==> config.mk <==
export PLATFORM = sky130hd
export DESIGN_NAME = keypad_entry
export DESIGN_NICKNAME = d
export VERILOG_FILES = /design/src/rtl/keypad_entry.sv
export SDC_FILE = /design/constraint.sdc
export NUM_CORES = 1
export LEC_CHECK = 0
export ABC_AREA = 1
export BUFFER_PORTS_ARGS = -buffer_cell sky130_fd_sc_hd__buf_2
export CORE_AREA = 2 2 72 74
export CTS_BUF_LIST = sky130_fd_sc_hd__clkbuf_8
export DETAILED_ROUTE_END_ITERATION = 8
export DIE_AREA = 0 0 74 76
export PLACE_DENSITY = 0.75
export SETUP_SLACK_MARGIN = 0.2
export SLEW_MARGIN = 20
export SYNTH_ARGS = -nofsm -noshare
export SYNTH_HDL_FRONTEND = slang
export SYNTH_SLANG_ARGS = --single-unit
==> constraint.sdc <==
create_clock -name clk -period 4.6 [get_ports clk]
set_input_delay 0.46 -clock clk [delete_from_list [all_inputs] [get_ports clk]]
set_output_delay 0.46 -clock clk [all_outputs]
set_load 0.05 [all_outputs]
==> src/rtl/keypad_entry.sv <==
`default_nettype none
// +--------------------------------------------------------------------------+
// | Module   : keypad_entry                                                  |
// | Purpose  : 4x4 hex keypad scanner with debounce, feeding a 16-bit        |
// |            shift-in entry register for the 7-segment display path.       |
// | Options  : KEY_AUTOREPEAT_EN - repeat a held key after 64 samples, then  |
// |            every 16 samples until release.                               |
// | Revision : 1.0 - initial release                                         |
// +--------------------------------------------------------------------------+
module keypad_entry #(
  parameter int SCAN_DELAY   = 1024,
  parameter int DEBOUNCE_CNT = 4
) (
  input  logic        clk,
  input  logic        rst,
  input  logic [3:0]  row,
  input  logic        clear,
  output logic [3:0]  col,
  output logic        keyValid,
  output logic [3:0]  keyCode,
  output logic [15:0] value,
  output logic [2:0]  digitCount,
  output logic        full
);

  localparam int DW = (SCAN_DELAY > 1) ? $clog2(SCAN_DELAY) : 1;
  localparam int CW = $clog2(DEBOUNCE_CNT + 1);

  localparam logic [1:0] S_SCAN     = 2'd0;
  localparam logic [1:0] S_DEBOUNCE = 2'd1;
  localparam logic [1:0] S_HELD     = 2'd2;

  logic [3:0]    row_meta;
  logic [3:0]    row_sync;
  logic [DW-1:0] dwell;
  logic          sample;
  logic          all_high;
  logic [1:0]    low_idx;

  logic [1:0]    state;
  logic [1:0]    state_next;
  logic [1:0]    col_idx;
  logic [1:0]    col_idx_next;
  logic [1:0]    row_idx;
  logic [1:0]    row_idx_next;
  logic [CW-1:0] deb_cnt;
  logic [CW-1:0] deb_next;
  logic [CW-1:0] rel_cnt;
  logic [CW-1:0] rel_next;
  logic          fire;

`ifdef KEY_AUTOREPEAT_EN
  logic [6:0]    rep_cnt;
  logic [6:0]    rep_next;
`endif

  assign sample   = (dwell == DW'(SCAN_DELAY - 1));
  assign all_high = &row_sync;
  assign col      = ~(4'b0001 << col_idx);
  assign full     = (digitCount == 3'd4);

  // Two-flop synchronizer for the asynchronous keypad rows
  always_ff @(posedge clk or negedge rst) begin
    if (!rst) begin
      row_meta <= 4'hF;
      row_sync <= 4'hF;
    end else begin
      row_meta <= row;
      row_sync <= row_meta;
    end
  end

  // Lowest-index low row wins when several rows read low
  always_comb begin
    low_idx = 2'd0;
    if (!row_sync[0])      low_idx = 2'd0;
    else if (!row_sync[1]) low_idx = 2'd1;
    else if (!row_sync[2]) low_idx = 2'd2;
    else if (!row_sync[3]) low_idx = 2'd3;
  end

  // FSM state register
  always_ff @(posedge clk or negedge rst) begin
    if (!rst) state <= S_SCAN;
    else      state <= state_next;
  end

  // FSM next-state: transitions only happen on sample cycles
  always_comb begin
    state_next = state;
    if (sample) begin
      case (state)
        S_SCAN:
          if (!all_high) state_next = S_DEBOUNCE;
        S_DEBOUNCE:
          if (all_high || (low_idx != row_idx))            state_next = S_SCAN;
          else if (deb_cnt + CW'(1) == CW'(DEBOUNCE_CNT))  state_next = S_HELD;
        S_HELD:
          if (all_high && (rel_cnt + CW'(1) == CW'(DEBOUNCE_CNT))) state_next = S_SCAN;
        default:
          state_next = S_SCAN;
      endcase
    end
  end

  // FSM outputs: column rotation, debounce/release counters and accept strobe
  always_comb begin
    col_idx_next = col_idx;
    row_idx_next = row_idx;
    deb_next     = deb_cnt;
    rel_next     = rel_cnt;
    fire         = 1'b0;
`ifdef KEY_AUTOREPEAT_EN
    rep_next     = rep_cnt;
`endif
    if (sample) begin
      case (state)
        S_SCAN: begin
          if (all_high) begin
            col_idx_next = col_idx + 2'd1;
          end else begin
            row_idx_next = low_idx;
            deb_next     = CW'(1);
          end
        end
        S_DEBOUNCE: begin
          if (all_high || (low_idx != row_idx)) begin
            col_idx_next = col_idx + 2'd1;
            deb_next     = '0;
          end else if (deb_cnt + CW'(1) == CW'(DEBOUNCE_CNT)) begin
            fire     = 1'b1;
            deb_next = '0;
            rel_next = '0;
`ifdef KEY_AUTOREPEAT_EN
            rep_next = 7'd0;
`endif
          end else begin
            deb_next = deb_cnt + CW'(1);
          end
        end
        S_HELD: begin
          if (all_high) begin
            if (rel_cnt + CW'(1) == CW'(DEBOUNCE_CNT)) begin
              rel_next     = '0;
              col_idx_next = col_idx + 2'd1;
            end else begin
              rel_next = rel_cnt + CW'(1);
            end
          end else begin
            rel_next = '0;
          end
`ifdef KEY_AUTOREPEAT_EN
          // First repeat after 64 held samples, then every 16 (reload to 48)
          if (!all_high && (low_idx == row_idx)) begin
            if (rep_cnt + 7'd1 == 7'd64) begin
              fire     = 1'b1;
              rep_next = 7'd48;
            end else begin
              rep_next = rep_cnt + 7'd1;
            end
          end else begin
            rep_next = 7'd0;
          end
`endif
        end
        default: ;
      endcase
    end
  end

  // Scan datapath registers and the key report outputs
  always_ff @(posedge clk or negedge rst) begin
    if (!rst) begin
      dwell    <= '0;
      col_idx  <= 2'd0;
      row_idx  <= 2'd0;
      deb_cnt  <= '0;
      rel_cnt  <= '0;
      keyValid <= 1'b0;
      keyCode  <= 4'h0;
    end else begin
      dwell    <= sample ? '0 : dwell + DW'(1);
      col_idx  <= col_idx_next;
      row_idx  <= row_idx_next;
      deb_cnt  <= deb_next;
      rel_cnt  <= rel_next;
      keyValid <= fire;
      if (fire) keyCode <= {row_idx, col_idx};
    end
  end

`ifdef KEY_AUTOREPEAT_EN
  // Auto-repeat sample counter
  always_ff @(posedge clk or negedge rst) begin
    if (!rst) rep_cnt <= 7'd0;
    else      rep_cnt <= rep_next;
  end
`endif

  // Entry register: clear has priority over a same-cycle key
  always_ff @(posedge clk or negedge rst) begin
    if (!rst) begin
      value      <= 16'h0000;
      digitCount <= 3'd0;
    end else if (clear) begin
      value      <= 16'h0000;
      digitCount <= 3'd0;
    end else if (keyValid) begin
      value <= {value[11:0], keyCode};
      if (digitCount != 3'd4) digitCount <= digitCount + 3'd1;
    end
  end

endmodule
`default_nettype wire

# [After elaboration in Yosys (flattened, before gate mapping)]
# Cells that the tools add are included.
[op_classes] bitwise_logic=2 shift=1 mux=33 addsub=5 eq_ne=17 n_reduce_logical=15
[op_table] operator="$mux W16" count=2
[op_table] operator="$mux W3" count=10
[op_table] operator="$mux W2" count=12
[op_table] operator="$ne A2 B2 Y1 const B" count=8
[op_table] operator="$pmux W2 S3" count=2
[op_table] operator="$pmux W3 S2" count=2
[op_table] operator="$reduce_and A4 Y1" count=3
[op_table] operator="$add A10 B1 Y10 const B" count=1
[op_table] operator="$eq A10 B10 Y1 const B" count=1
[op_table] operator="$mux W10" count=1
[op_table] operator="$add A3 B1 Y3 const B" count=3
[op_table] operator="$eq A3 B3 Y1 const B" count=3
[op_table] operator="$reduce_bool A2 Y1" count=4
[op_table] operator="$ne A3 B3 Y1 const B" count=2
[op_table] operator="$reduce_and A3 Y1" count=2
[op_table] operator="$reduce_and A6 Y1" count=1
[op_table] operator="$mux W1" count=4
[op_table] operator="$not A4 Y4" count=1
[op_table] operator="$shl A1 B2 Y4 const A" count=1
[op_table] operator="$reduce_bool A3 Y1" count=1
[op_table] operator="$add A2 B1 Y2 const B" count=1
[op_table] operator="$eq A2 B1 Y1 const B" count=1
[op_table] operator="$eq A2 B2 Y1 const B" count=1
[op_table] operator="$logic_not A2 Y1" count=1
[op_table] operator="5 further kinds" count=5
[totals] out_inout_bits=29 wordCells=85 inputBits=7 register_bits=54

# [Logic depth before layout (Yosys ltp)]
# Gate-level depths: netlist of the first run.
[logic_depth] depth_word=9 mapped_depth=11 depth_no_buf=11

# [Worst setup path after synthesis of the first run]
# OpenSTA, ideal clock, no wires.
[synth_path] path_type="flip-flop to flip-flop" from="register digitCount[0]" to="register digitCount[0]" period_less_slack_ps=1795 n_path_buf=0 required_time_ps=4475 setup_ps=125 path_stages_with_launch=9 t_arrival_ps=1671 setup_slack_ps=2805 path_cell_list="dfrtp_1 inv_1 ha_1 nand2_1 inv_1 nor2_1 inv_1 o21ai_0 a21oi_1"
[synth_between] elab_chain_len=4 elab_cells_between_ends=7 classes_between="add/sub: 1; eq/ne: 1; mux: 3; reduce/logical: 2"
[synth_lines] element="start: declaration" line_no="22" rtl="output logic [2:0] digitCount,"
[synth_lines] element="start signal: assignment" line_no="210" rtl="if (digitCount != 3'd4) digitCount <= digitCount + 3'd1;"
[synth_lines] element="$add A3 B1 Y3" line_no="210"
[synth_lines] element="$mux W3" line_no="210"
[synth_lines] element="$mux W3" line_no="208" rtl="end else if (keyValid) begin"
[synth_lines] element="$mux W3" line_no="205" rtl="end else if (clear) begin"
# Parallel ways exist; a longest one is shown, timed or not. The select of a mux whose other input is x is not followed.
# A chain may end at the register's enable or synchronous reset.

# [Worst setup path in the final report of the first run]
[layout_path] from="register digitCount[0]" to="output port full"
[layout_between] elab_chain_len=1
[layout_lines] element="$eq A3 B3 Y1" line_no="60" rtl="assign full = (digitCount == 3'd4);"
[layout_lines] element="end: declaration" line_no="23" rtl="output logic full"
# Every way passes these cells.

==> impl_metrics.py, run 1 <==
metrics = {
    "outcome": {
        "status": "completed",
    },
    "timing": {
        "fin_skew_ns": 0.006360,
        "hold_violations": 0,
        "rsz0062_at_grt": "no",
        "fin_setup_tns_ns": 0,
        "clock.fmax_ghz": 0.5613,
        "fin_crit_sh_pct": 38.73,
        "relSlewSlack_pct": 55.93,
        "finalSetupViolations": 0,
        "slew_viol_final": 0,
        "worst_pin_slew_ns": 0.6611,
        "finalCriticalPeriod_ns": 1.781,
    },
    "global_route": {
        "use_met1_pct": 23.39,
        "grt_pass1_wl_um": 7590,
        "grt_pass1_vias": 1778,
        "antenna_found_initial": 0,
        "grt.busiest_layer": "met2",
        "grtUsageTotal_pct": 17.09,
        "grt_max_degree": 55,
        "grt_overflow": 0,
        "grtUsageMet3_pct": 4.497,
        "grt.met2_usage_pct": 26.07,
    },
    "cts": {
        "clock-root-buffer": "clkbuf_8",
        "cts_buffers": 5,
        "htreeDepth": 2,
        "cts_tree": "built",
        "cts_resized": 0,
        "worstSkewPairLatency_ns": 0.30,
        "holdBufCountCts": 0,
        "cts_setup_buffers": 0,
        "clk_pin_slew_ns": 0.09,
        "clk_path_buf_depth": 2,
        "clock-sinks": 54,
    },
    "worst_setup_path": {
        "end_kind": "output pin",
        "path_class": "flip-flop to output pin",
        "critPathMaxFanout": 3,
        "reg2reg_slack_ns": 2.94,
        "path_depth": 5,
        "worstSetupEndpoint": "full",
        "worstReg2RegEnd": "keyCode[0]",
        "reg2regPathDepth": 7,
        "cp.buffers_inverters": 3,
        "crit_top_cell": "inv_1",
        "critPathLaunchType": "flip-flop",
        "crit_slowest_cell": "dfrtp_1",
        "cp_cell_sequence": "inv_1, ha_1, nand2_1, inv_1, buf_2",
        "timing.critical_path.arrival_ns": 1.32,
        "path_delay_family": "buffers and inverters",
        "crit_required_ns": 4.14,
        "r2r_start": "deb_cnt[0]",
        "cp-startpoint": "digitCount[0]",
        "crit_path_max_incr_delay_ns": 0.40,
    },
    "routing": {
        "vias": 1863,
        "dr.pass1.iters": 4,
        "wl_per_cell_um": 10.93,
        "drtAntennaViolNets": 0,
        "post-route-drc-count": 0,
        "post_drt_via_cell_ratio": 4.789,
        "dr.first_iter.drc_count": 142,
        "wl_um": 4252,
    },
    "final_layout": {
        "drive_gt1_share_pct": 24.45,
        "diodes": 0,
        "num-nets-final": 337,
        "syn_to_final_growth_pct": 13.88,
        "fill_cells": 431,
        "fin_cells": 389,
    },
    "die": {
        "fp.dieH_um": 76,
        "io_pins": 36,
        "die-area_um2": 5624,
        "start_util_pct": 52.50,
        "rows": 26,
        "core_um2": 4912,
        "die_x_um": 74,
    },
    "synth": {
        "synth.top_cells.by_count": "nand2_1, dfrtp_1, inv_1",
        "yosysUniqueCellTypes": 30,
        "netlist_area_um2": 2579,
        "synth_top_area_cell": "dfrtp_1",
        "avgSynthCellArea_um2": 9.309,
        "synthTopCellsByArea": "dfrtp_1, nand2_1, dfstp_2, ha_1, inv_1",
        "ys_warn_count": 0,
        "synth_most_common_cell": "nand2_1",
        "synth_top_area_share_pct": 44.64,
        "synth-seq-cells": 54,
        "synth_edf_count": 0,
        "synthArstFlopShare_pct": 100.0,
        "synthFlopType": "dfrtp_1",
        "synth_nets": 296,
        "ys_seq_area_share_pct": 52.79,
        "netlist_instances": 277,
    },
    "worst_hold_path": {
        "min_from": "row[2]",
        "min_path_type": "primary input to flip-flop",
    },
    "placement": {
        "dp_hpwl_um": 3171,
        "dp_cells": 381,
        "io_buffers": 35,
        "gp_congestion": 0.8169,
    },
    "power_and_ir_drop": {
        "power.density_nw_per_um2": 264.4,
        "cellLeakagePower_uw": 0.001503,
        "p_total_uw": 776.3,
        "ir_drop_uv": 137.0,
    },
    "flow_run": {
        "maxCapViolCount": 0,
    },
}
## power by group
group          internal (uW)  switching [uW]  leakage [uW]
clock network            121             148     0.0000488
registers                481            1.32      0.000713
logic                   5.71            19.1      0.000742
## worst min-delay path by stage
stage | to | slack, ns | depth (start not counted)
6_report | row_meta[2] | 0.25 | 1
5_1_grt | row_meta[0] | 0.22 | 1
4_1_cts | row_meta[2] | 0.23 | 1
3_5_place_dp | row_sync[3] | 0.35 | 0
3_3_place_gp | row_sync[1] | 0.35 | 0
2_1_floorplan | col_idx[0] | 0.16 | 0
## cells by family after synthesis
group	Yosys count	synth area share, %
AND/OR/NAND/NOR	125	24.84
flip-flops	54	52.79
buffers and inverters	46	6.938
AO/OA/AOI/OAI	32	6.890
adder cells (fa/ha/maj)	12	5.822
XOR/XNOR	8	2.717
## registers in the layout, summed over array words and instances, names as in the netlist
register / flops
deb_cnt: 3
keyValid: 1
value: 16
rel_cnt: 3
keyCode: 4
state: 2
digitCount: 3
row_meta: 4
col_idx: 2
row_idx: 2
dwell: 10
row_sync: 4
## metrics by stage
stage / cell area [um2] / hold slack (ns) / util (%) / setup slack [ns]
final: 2937 / 0.2473 / 59.78 / 2.819
after global routing: 2937 / 0.2164 / 59.78 / 2.693
after CTS: 2937 / 0.2334 / 59.78 / 2.801
after detailed placement: 2841 / 0.3468 / 57.85 / 2.943
after global placement: 2841 / 0.3454 / 57.85 / 3.005
after floorplan: 2579 / 0.1644 / - / 2.805
## layout make-up
class                      count  area [um2]  area share, %
clock inverter                 2       12.51         0.4261
sequential                    54        1361          46.36
inverter                      44       171.4          5.837
timing repair buffer          36       182.7          6.221
tap                           70       87.58          2.983
clock buffer                   6       82.58          2.812
multi-input combinational    177        1039          35.36
## layer usage
layer  wire (um)  vias up
met5           0        -
li1            -      957
met2        2017       41
met3         204        6
met4          67        0
met1        1962      859
## cells in the final DEF (no fill, tap or decap), types with 2 or more instances in the layout
| cell type | count |
|---|---|
| nand3_4 | 2 |
| nand2_1 | 68 |
| o21ai_0 | 17 |
| nor3_1 | 2 |
| nor2_4 | 5 |
| buf_2 | 35 |
| clkbuf_8 | 6 |
| o21ai_1 | 5 |
| nor2_1 | 14 |
| o22ai_1 | 3 |
| xor2_1 | 8 |
| nand4_1 | 4 |
| nand2_2 | 5 |
| a21oi_1 | 3 |
| inv_2 | 4 |
| dfstp_2 | 8 |
| nor2_2 | 2 |
| o21ai_2 | 3 |
| nand3_1 | 17 |
| ha_1 | 12 |
| dfrtp_1 | 46 |
| clkinv_4 | 2 |
| inv_1 | 38 |
Note: power is estimated with default switching activity, not from simulation.
==> run 2, diff against run 1 <==
--- a/config.mk
+++ b/config.mk
@@ -5,13 +5,13 @@
 export SDC_FILE = /design/constraint.sdc
 export NUM_CORES = 1
 export LEC_CHECK = 0
-export ABC_AREA = 1
+export ABC_AREA = 0
 export BUFFER_PORTS_ARGS = -buffer_cell sky130_fd_sc_hd__buf_2
-export CORE_AREA = 2 2 72 74
+export CORE_AREA = 2 2 71 73
 export CTS_BUF_LIST = sky130_fd_sc_hd__clkbuf_8
 export DETAILED_ROUTE_END_ITERATION = 8
-export DIE_AREA = 0 0 74 76
-export PLACE_DENSITY = 0.75
+export DIE_AREA = 0 0 73 75
+export PLACE_DENSITY = 0.76
 export SETUP_SLACK_MARGIN = 0.2
 export SLEW_MARGIN = 20
 export SYNTH_ARGS = -nofsm -noshare
==> constraint.sdc (replaced) <==
create_clock -name clk -period 1.75 [get_ports clk]
set_input_delay 0.175 -clock clk [delete_from_list [all_inputs] [get_ports clk]]
set_output_delay 0.175 -clock clk [all_outputs]
set_load 0.05 [all_outputs]
==> run 2 against run 1 <==
The run now ends with negative setup slack left. Wire length rose by 20%. Synthesized cell count fell by 19%. Clock-buffer cell count did not move. Combinational power rose to 3.0 times the previous value. Die area fell by 2.6%. Critical path depth did not move. Hold slack barely moved. Register-to-register slack got worse by 3.1 ns. Critical endpoint is now keyCode[0]. Largest cell class unchanged.
==> impl_metrics.py, run 2 <==
metrics = {
    "final_layout": {
        "final_util_pct": 73.21,
        "largest_registers": "value: 16 flops, dwell: 10 flops",
        "fin_cells": 366,
        "final_cell_mix": "buf_4, dfrtp_1, buf_2",
        "num-nets-final": 330,
        "drive_gt1_share_pct": 40.06,
        "diodes": 0,
        "largest_reg_flops": 16,
        "final_common_cell": "buf_4",
        "syn_to_final_growth_pct": 34.27,
        "largest_register": "value",
    },
    "timing": {
        "worst_pin_slew_ns": 0.5472,
        "clock.fmax_ghz": 0.5180,
        "rsz0062_at_grt": "yes",
        "fin_crit_sh_pct": 110.3,
        "setup_ws_ns": -0.1806,
        "finalCriticalPeriod_ns": 1.931,
        "relSlewSlack_pct": 63.36,
        "fin_setup_tns_ns": -1.170,
        "slew_viol_final": 0,
        "hold_ws_ns": 0.2476,
        "finalSetupViolations": 10,
        "fin_skew_ns": 0.01235,
        "hold_violations": 0,
    },
    "worst_setup_path": {
        "critPathLaunchType": "flip-flop",
        "cp.buffers_inverters": 1,
        "crit_required_ns": 1.93,
        "crit_path_max_incr_delay_ns": 0.54,
        "timing.critical_path.arrival_ns": 2.11,
        "reg2regPathDepth": 5,
        "path_class": "flip-flop to flip-flop",
        "crit_slowest_cell": "or4b_4",
        "path_depth": 5,
        "cp_cell_sequence": "or4b_4, a2bb2oi_2, a211oi_4, buf_4, mux2_4",
        "path_delay_family": "simple AND/OR/NAND/NOR gates",
        "end_kind": "flip-flop",
        "critPathMaxFanout": 3,
    },
    "outcome": {
        "violations": "negative setup slack",
        "status": "complete, but fails checks",
    },
    "global_route": {
        "grtUsageTotal_pct": 20.45,
        "grt_pass1_wl_um": 8569,
        "grt.busiest_layer": "met2",
        "antenna_found_initial": 0,
        "use_met1_pct": 25.24,
        "grt.met2_usage_pct": 35.44,
        "grt_overflow": 0,
        "grtUsageMet3_pct": 4.819,
        "grt_pass1_vias": 1896,
        "grt_max_degree": 23,
    },
    "cts": {
        "worstSkewPairLatency_ns": 0.30,
        "clock-sinks": 54,
        "clock-root-buffer": "clkbuf_8",
        "clk_pin_slew_ns": 0.10,
        "cts_buffers": 5,
        "cts_tree": "built",
        "htreeDepth": 2,
        "clk_path_buf_depth": 2,
    },
    "routing": {
        "drtAntennaViolNets": 0,
        "post-route-drc-count": 0,
        "dr.first_iter.drc_count": 77,
        "dr.pass1.iters": 4,
        "wl_per_cell_um": 13.91,
        "vias": 1934,
        "post_drt_via_cell_ratio": 5.284,
        "wl_um": 5090,
    },
    "synth": {
        "avgSynthCellArea_um2": 11.34,
        "synth_nets": 243,
        "netlist_area_um2": 2541,
        "synthArstFlopShare_pct": 100.0,
        "ys_warn_count": 0,
        "synthTopCellsByArea": "dfrtp_1, dfstp_2, mux2i_1, ha_1, nor2_1",
        "ys_seq_area_share_pct": 53.57,
        "yosysUniqueCellTypes": 47,
        "synth-seq-cells": 54,
        "netlist_instances": 224,
        "synth_top_area_cell": "dfrtp_1",
        "synth_most_common_cell": "dfrtp_1",
        "synth_edf_count": 0,
        "synth_top_area_share_pct": 45.30,
        "synth.top_cells.by_count": "dfrtp_1, nor2_1, mux2i_1",
        "synthFlopType": "dfrtp_1",
    },
    "die": {
        "start_util_pct": 54.52,
        "io_pins": 36,
        "die_x_um": 73,
        "rows": 25,
        "die-area_um2": 5475,
        "fp.dieH_um": 75,
        "core_um2": 4661,
    },
    "placement": {
        "dp_hpwl_um": 3696,
        "dp_cells": 343,
        "gp_congestion": 0.8809,
        "io_buffers": 35,
    },
    "worst_hold_path": {
        "min_path_cells": 2,
        "min_path_type": "primary input to flip-flop",
    },
    "flow_run": {
        "maxCapViolCount": 0,
    },
    "power_and_ir_drop": {
        "cellLeakagePower_uw": 0.001662,
        "ir_drop_uv": 621.2,
        "power.density_nw_per_um2": 641.5,
    },
}
[run 2: cell types whose count changed in the layout (fill, tap and decap cells not counted), moves of 11 or more]
cell and delta:
buf_4 +43, inv_1 -25, nand2_1 -62, o21ai_0 -12
nand3_1 -11, mux2i_1 +16, nor2_1 +14
[run 2: metal layers]
layer | up-vias | wire length, um
li1 | 959 | -
met1 | 919 | 2311
met2 | 47 | 2528
met3 | 9 | 160
met4 | 0 | 91
met5 | - | 0
[run 2: logic make-up after synthesis]
| group | share of synthesized area (%) |
|---|---|
| buffers and inverters | 3.200 |
| AOI/OAI and AO/OA | 9.503 |
| muxes | 8.961 |
| adders and majority gates | 5.908 |
| DFF | 53.57 |
| and+or+nand+nor | 15.41 |
| xor gates and xnor gates | 3.446 |
[run 2: layout make-up]
class | count | area [um2]
fill | 319 | 1249
multi-input combinational | 150 | 1200
timing repair buffer | 88 | 618.1
clock inverter | 2 | 33.78
sequential | 54 | 1365
inverter | 12 | 45.04
tap | 54 | 67.56
clock buffer | 6 | 82.58
[run 2: final timing paths]
kind,start,to,slack [ns]
max,state[1],keyCode[0],-0.18
min,clear,value[3],0.25
max reg2reg,state[1],keyCode[0],-0.18
min reg2reg,row_meta[2],row_sync[2],0.36
max in group asynchronous,rst,row_meta[2],0.74
min in group asynchronous,rst,digitCount[2],0.36
[run 2: where the power goes]
group / total, uW / switching [uW] / internal (uW)
clock network: 845 / 384 / 461
logic: 74.1 / 46.4 / 27.8
registers: 1270 / 6.36 / 1260
total: 2190 / 436 / 1750
[run 2: stage by stage]
stage | power [uW] | worst slack [ns] | area, um2
after CTS | 2206 | -0.1407 | 3354
final | 2189 | -0.1806 | 3412
after floorplan | 1310 | -0.06859 | 2605
after global routing | 2274 | -0.2515 | 3412
after global placement | 1354 | -0.07957 | 3079
after detailed placement | 1357 | -0.1454 | 3079
[run 2: timing repair]
item                                    4_1_cts  5_1_grt
gates cloned                                  0        0
hold buffers                                  5        0
pin swaps                                     8        2
endpoints found under the hold margin        24        0
resized for setup                            13       13
buffers inserted                              7        3
endpoints found under the setup margin       17       22
==> run 3, diff against run 2 <==
--- a/config.mk
+++ b/config.mk
@@ -5,13 +5,12 @@
 export SDC_FILE = /design/constraint.sdc
 export NUM_CORES = 1
 export LEC_CHECK = 0
-export ABC_AREA = 0
 export BUFFER_PORTS_ARGS = -buffer_cell sky130_fd_sc_hd__buf_2
-export CORE_AREA = 2 2 71 73
+export CORE_AREA = 2 2 52 102
 export CTS_BUF_LIST = sky130_fd_sc_hd__clkbuf_8
 export DETAILED_ROUTE_END_ITERATION = 8
-export DIE_AREA = 0 0 73 75
-export PLACE_DENSITY = 0.76
+export DIE_AREA = 0 0 54 104
+export PLACE_DENSITY = 0.74
 export SETUP_SLACK_MARGIN = 0.2
 export SLEW_MARGIN = 20
 export SYNTH_ARGS = -nofsm -noshare
==> run 3 against run 2 <==
Largest power group unchanged. The run still ends with negative setup slack left. Clock power fell by 15%. Hold slack gained 0.0049 ns. Critical endpoint unchanged. Total power shrank 5.8%.
==> impl_metrics.py, run 3 (synthesized netlist as in run 2, its figures left out) <==
metrics = {
    "timing": {
        "hold_violations": 0,
        "fin_skew_ns": 0.003456,
        "hold_ws_ns": 0.2525,
        "clock.fmax_ghz": 0.5218,
        "setup_ws_ns": -0.1664,
        "finalCriticalPeriod_ns": 1.916,
        "relSlewSlack_pct": 68.83,
        "slew_viol_final": 0,
        "rsz0062_at_grt": "yes",
        "finalSetupViolations": 7,
        "worst_pin_slew_ns": 0.4676,
        "fin_crit_sh_pct": 109.5,
    },
    "power_and_ir_drop": {
        "ir_drop_uv": 901.9,
        "cellLeakagePower_uw": 0.001685,
        "power.density_nw_per_um2": 597.3,
    },
    "final_layout": {
        "largest_reg_flops": 16,
        "num-nets-final": 330,
        "drive_gt1_share_pct": 41.35,
        "syn_to_final_growth_pct": 35.89,
        "final_common_cell": "buf_4",
        "largest_register": "value",
        "fill_cells": 348,
        "largest_registers": "value: 16 flops, dwell: 10 flops",
        "diodes": 0,
        "final_cell_mix": "buf_4, dfrtp_1, buf_2",
    },
    "cts": {
        "cts_tree": "built",
        "clock-sinks": 54,
        "clock-root-buffer": "clkbuf_8",
        "cts_buffers": 5,
        "clk_path_buf_depth": 2,
        "clk_pin_slew_ns": 0.09,
        "worstSkewPairLatency_ns": 0.31,
        "htreeDepth": 2,
    },
    "global_route": {
        "grtUsageTotal_pct": 21.58,
        "grt_max_degree": 36,
        "grt_pass1_vias": 2015,
        "grt_pass1_wl_um": 8818,
        "grt_overflow": 0,
        "antenna_found_initial": 0,
    },
    "flow_run": {
        "maxCapViolCount": 0,
    },
    "die": {
        "start_util_pct": 52.24,
        "fp.dieH_um": 104,
        "die-area_um2": 5616,
        "io_pins": 36,
        "core_um2": 4865,
        "rows": 36,
        "die_x_um": 54,
    },
    "placement": {
        "gp_congestion": 0.7895,
        "dp_slack_ns": -0.1792,
        "dp_hpwl_um": 3963,
        "io_buffers": 35,
    },
    "worst_setup_path": {
        "crit_slowest_cell": "or4b_4",
        "critPathMaxFanout": 4,
        "cp.buffers_inverters": 0,
        "crit_path_max_incr_delay_ns": 0.55,
        "timing.critical_path.arrival_ns": 2.12,
        "critPathLaunchType": "flip-flop",
        "path_class": "flip-flop to flip-flop",
        "cp_cell_sequence": "or4b_4, a2bb2oi_4, a211oi_4, mux2_2",
        "end_kind": "flip-flop",
        "path_delay_family": "simple AND/OR/NAND/NOR gates",
        "crit_required_ns": 1.95,
    },
    "routing": {
        "post-route-drc-count": 0,
        "wl_per_cell_um": 15.34,
        "vias": 2010,
        "dr.pass1.iters": 4,
        "drtAntennaViolNets": 0,
        "post_drt_via_cell_ratio": 5.447,
        "wl_um": 5660,
        "dr.first_iter.drc_count": 51,
    },
    "worst_hold_path": {
        "min_path_type": "primary input to flip-flop",
    },
    "outcome": {
        "violations": "negative setup slack",
        "status": "complete, but fails checks",
    },
}
run 3: cell types whose count changed in the layout (fill, tap and decap cells not counted), moves of 2 or more:
cell | previous run | this run
dfrtp_1 | 43 | 41
buf_6 | 4 | 6
o21ai_0 | 5 | 2
o21ai_1 | 4 | 7
dfrtp_2 | 3 | 5
run 3: worst paths after layout:
kind                              from       endpoint  slack [ns]  cells past startpoint
min reg2reg                row_meta[0]    row_sync[0]        0.36                      0
min                              clear       value[1]        0.25                      2
max in group asynchronous          rst  digitCount[0]        0.85                      3
max                           state[1]     keyCode[0]       -0.17                      4
max reg2reg                   state[1]     keyCode[0]       -0.17                      4
min in group asynchronous          rst      value[10]        0.34                      2
run 3: through the flow:
| stage | util, % | power (uW) | cells | instance area (um2) | setup TNS [ns] |
|---|---|---|---|---|---|
| final | 70.99 | 2063 | 369 | 3453 | -0.7776 |
| after global routing | 70.99 | 2154 | 369 | 3453 | -1.254 |
| after CTS | 69.06 | 2093 | 364 | 3359 | -0.5650 |
| after detailed placement | 63.79 | 1362 | 347 | 3103 | -1.413 |
| after global placement | 63.79 | 1360 | 347 | 3103 | -0.4802 |
| after floorplan | - | 1310 | 224 | 2605 | -0.3119 |
run 3: what timing repair did:
item | CTS | global route
pin swaps | 7 | 5
hold buffers | 5 | 0
endpoints found under the hold margin | 15 | 0
gates resized for setup | 19 | 16
setup buffers | 4 | 5
endpoints found under the setup margin | 21 | 20
run 3: final cells by class:
cell class | count | area [um2] | share of cell area, %
Inverter | 12 | 45.04 | 1.304
Timing Repair Buffer | 88 | 630.6 | 18.26
Clock inverter | 2 | 12.51 | 0.3623
Tap cell | 57 | 71.32 | 2.065
Sequential cell | 54 | 1368 | 39.60
Multi-Input combinational cell | 150 | 1244 | 36.01
Clock buffer | 6 | 82.58 | 2.391
run 3: routing by layer:
metal,global-route usage [%],share of wire [%],up-vias
met4,10.54,3.2,0
met1,22.37,37,1001
met3,4.741,2.8,12
met2,38.15,57,41
li1,-,-,956
met5,0,0,-
run 3: power breakdown:
| part | switching [uW] | internal [uW] | leakage, uW |
|---|---|---|---|
| clock network | 398 | 319 | 0.0000488 |
| logic | 46.2 | 29.4 | 0.000932 |
| registers | 5.74 | 1260 | 0.000704 |
| total | 450 | 1610 | 0.00169 |
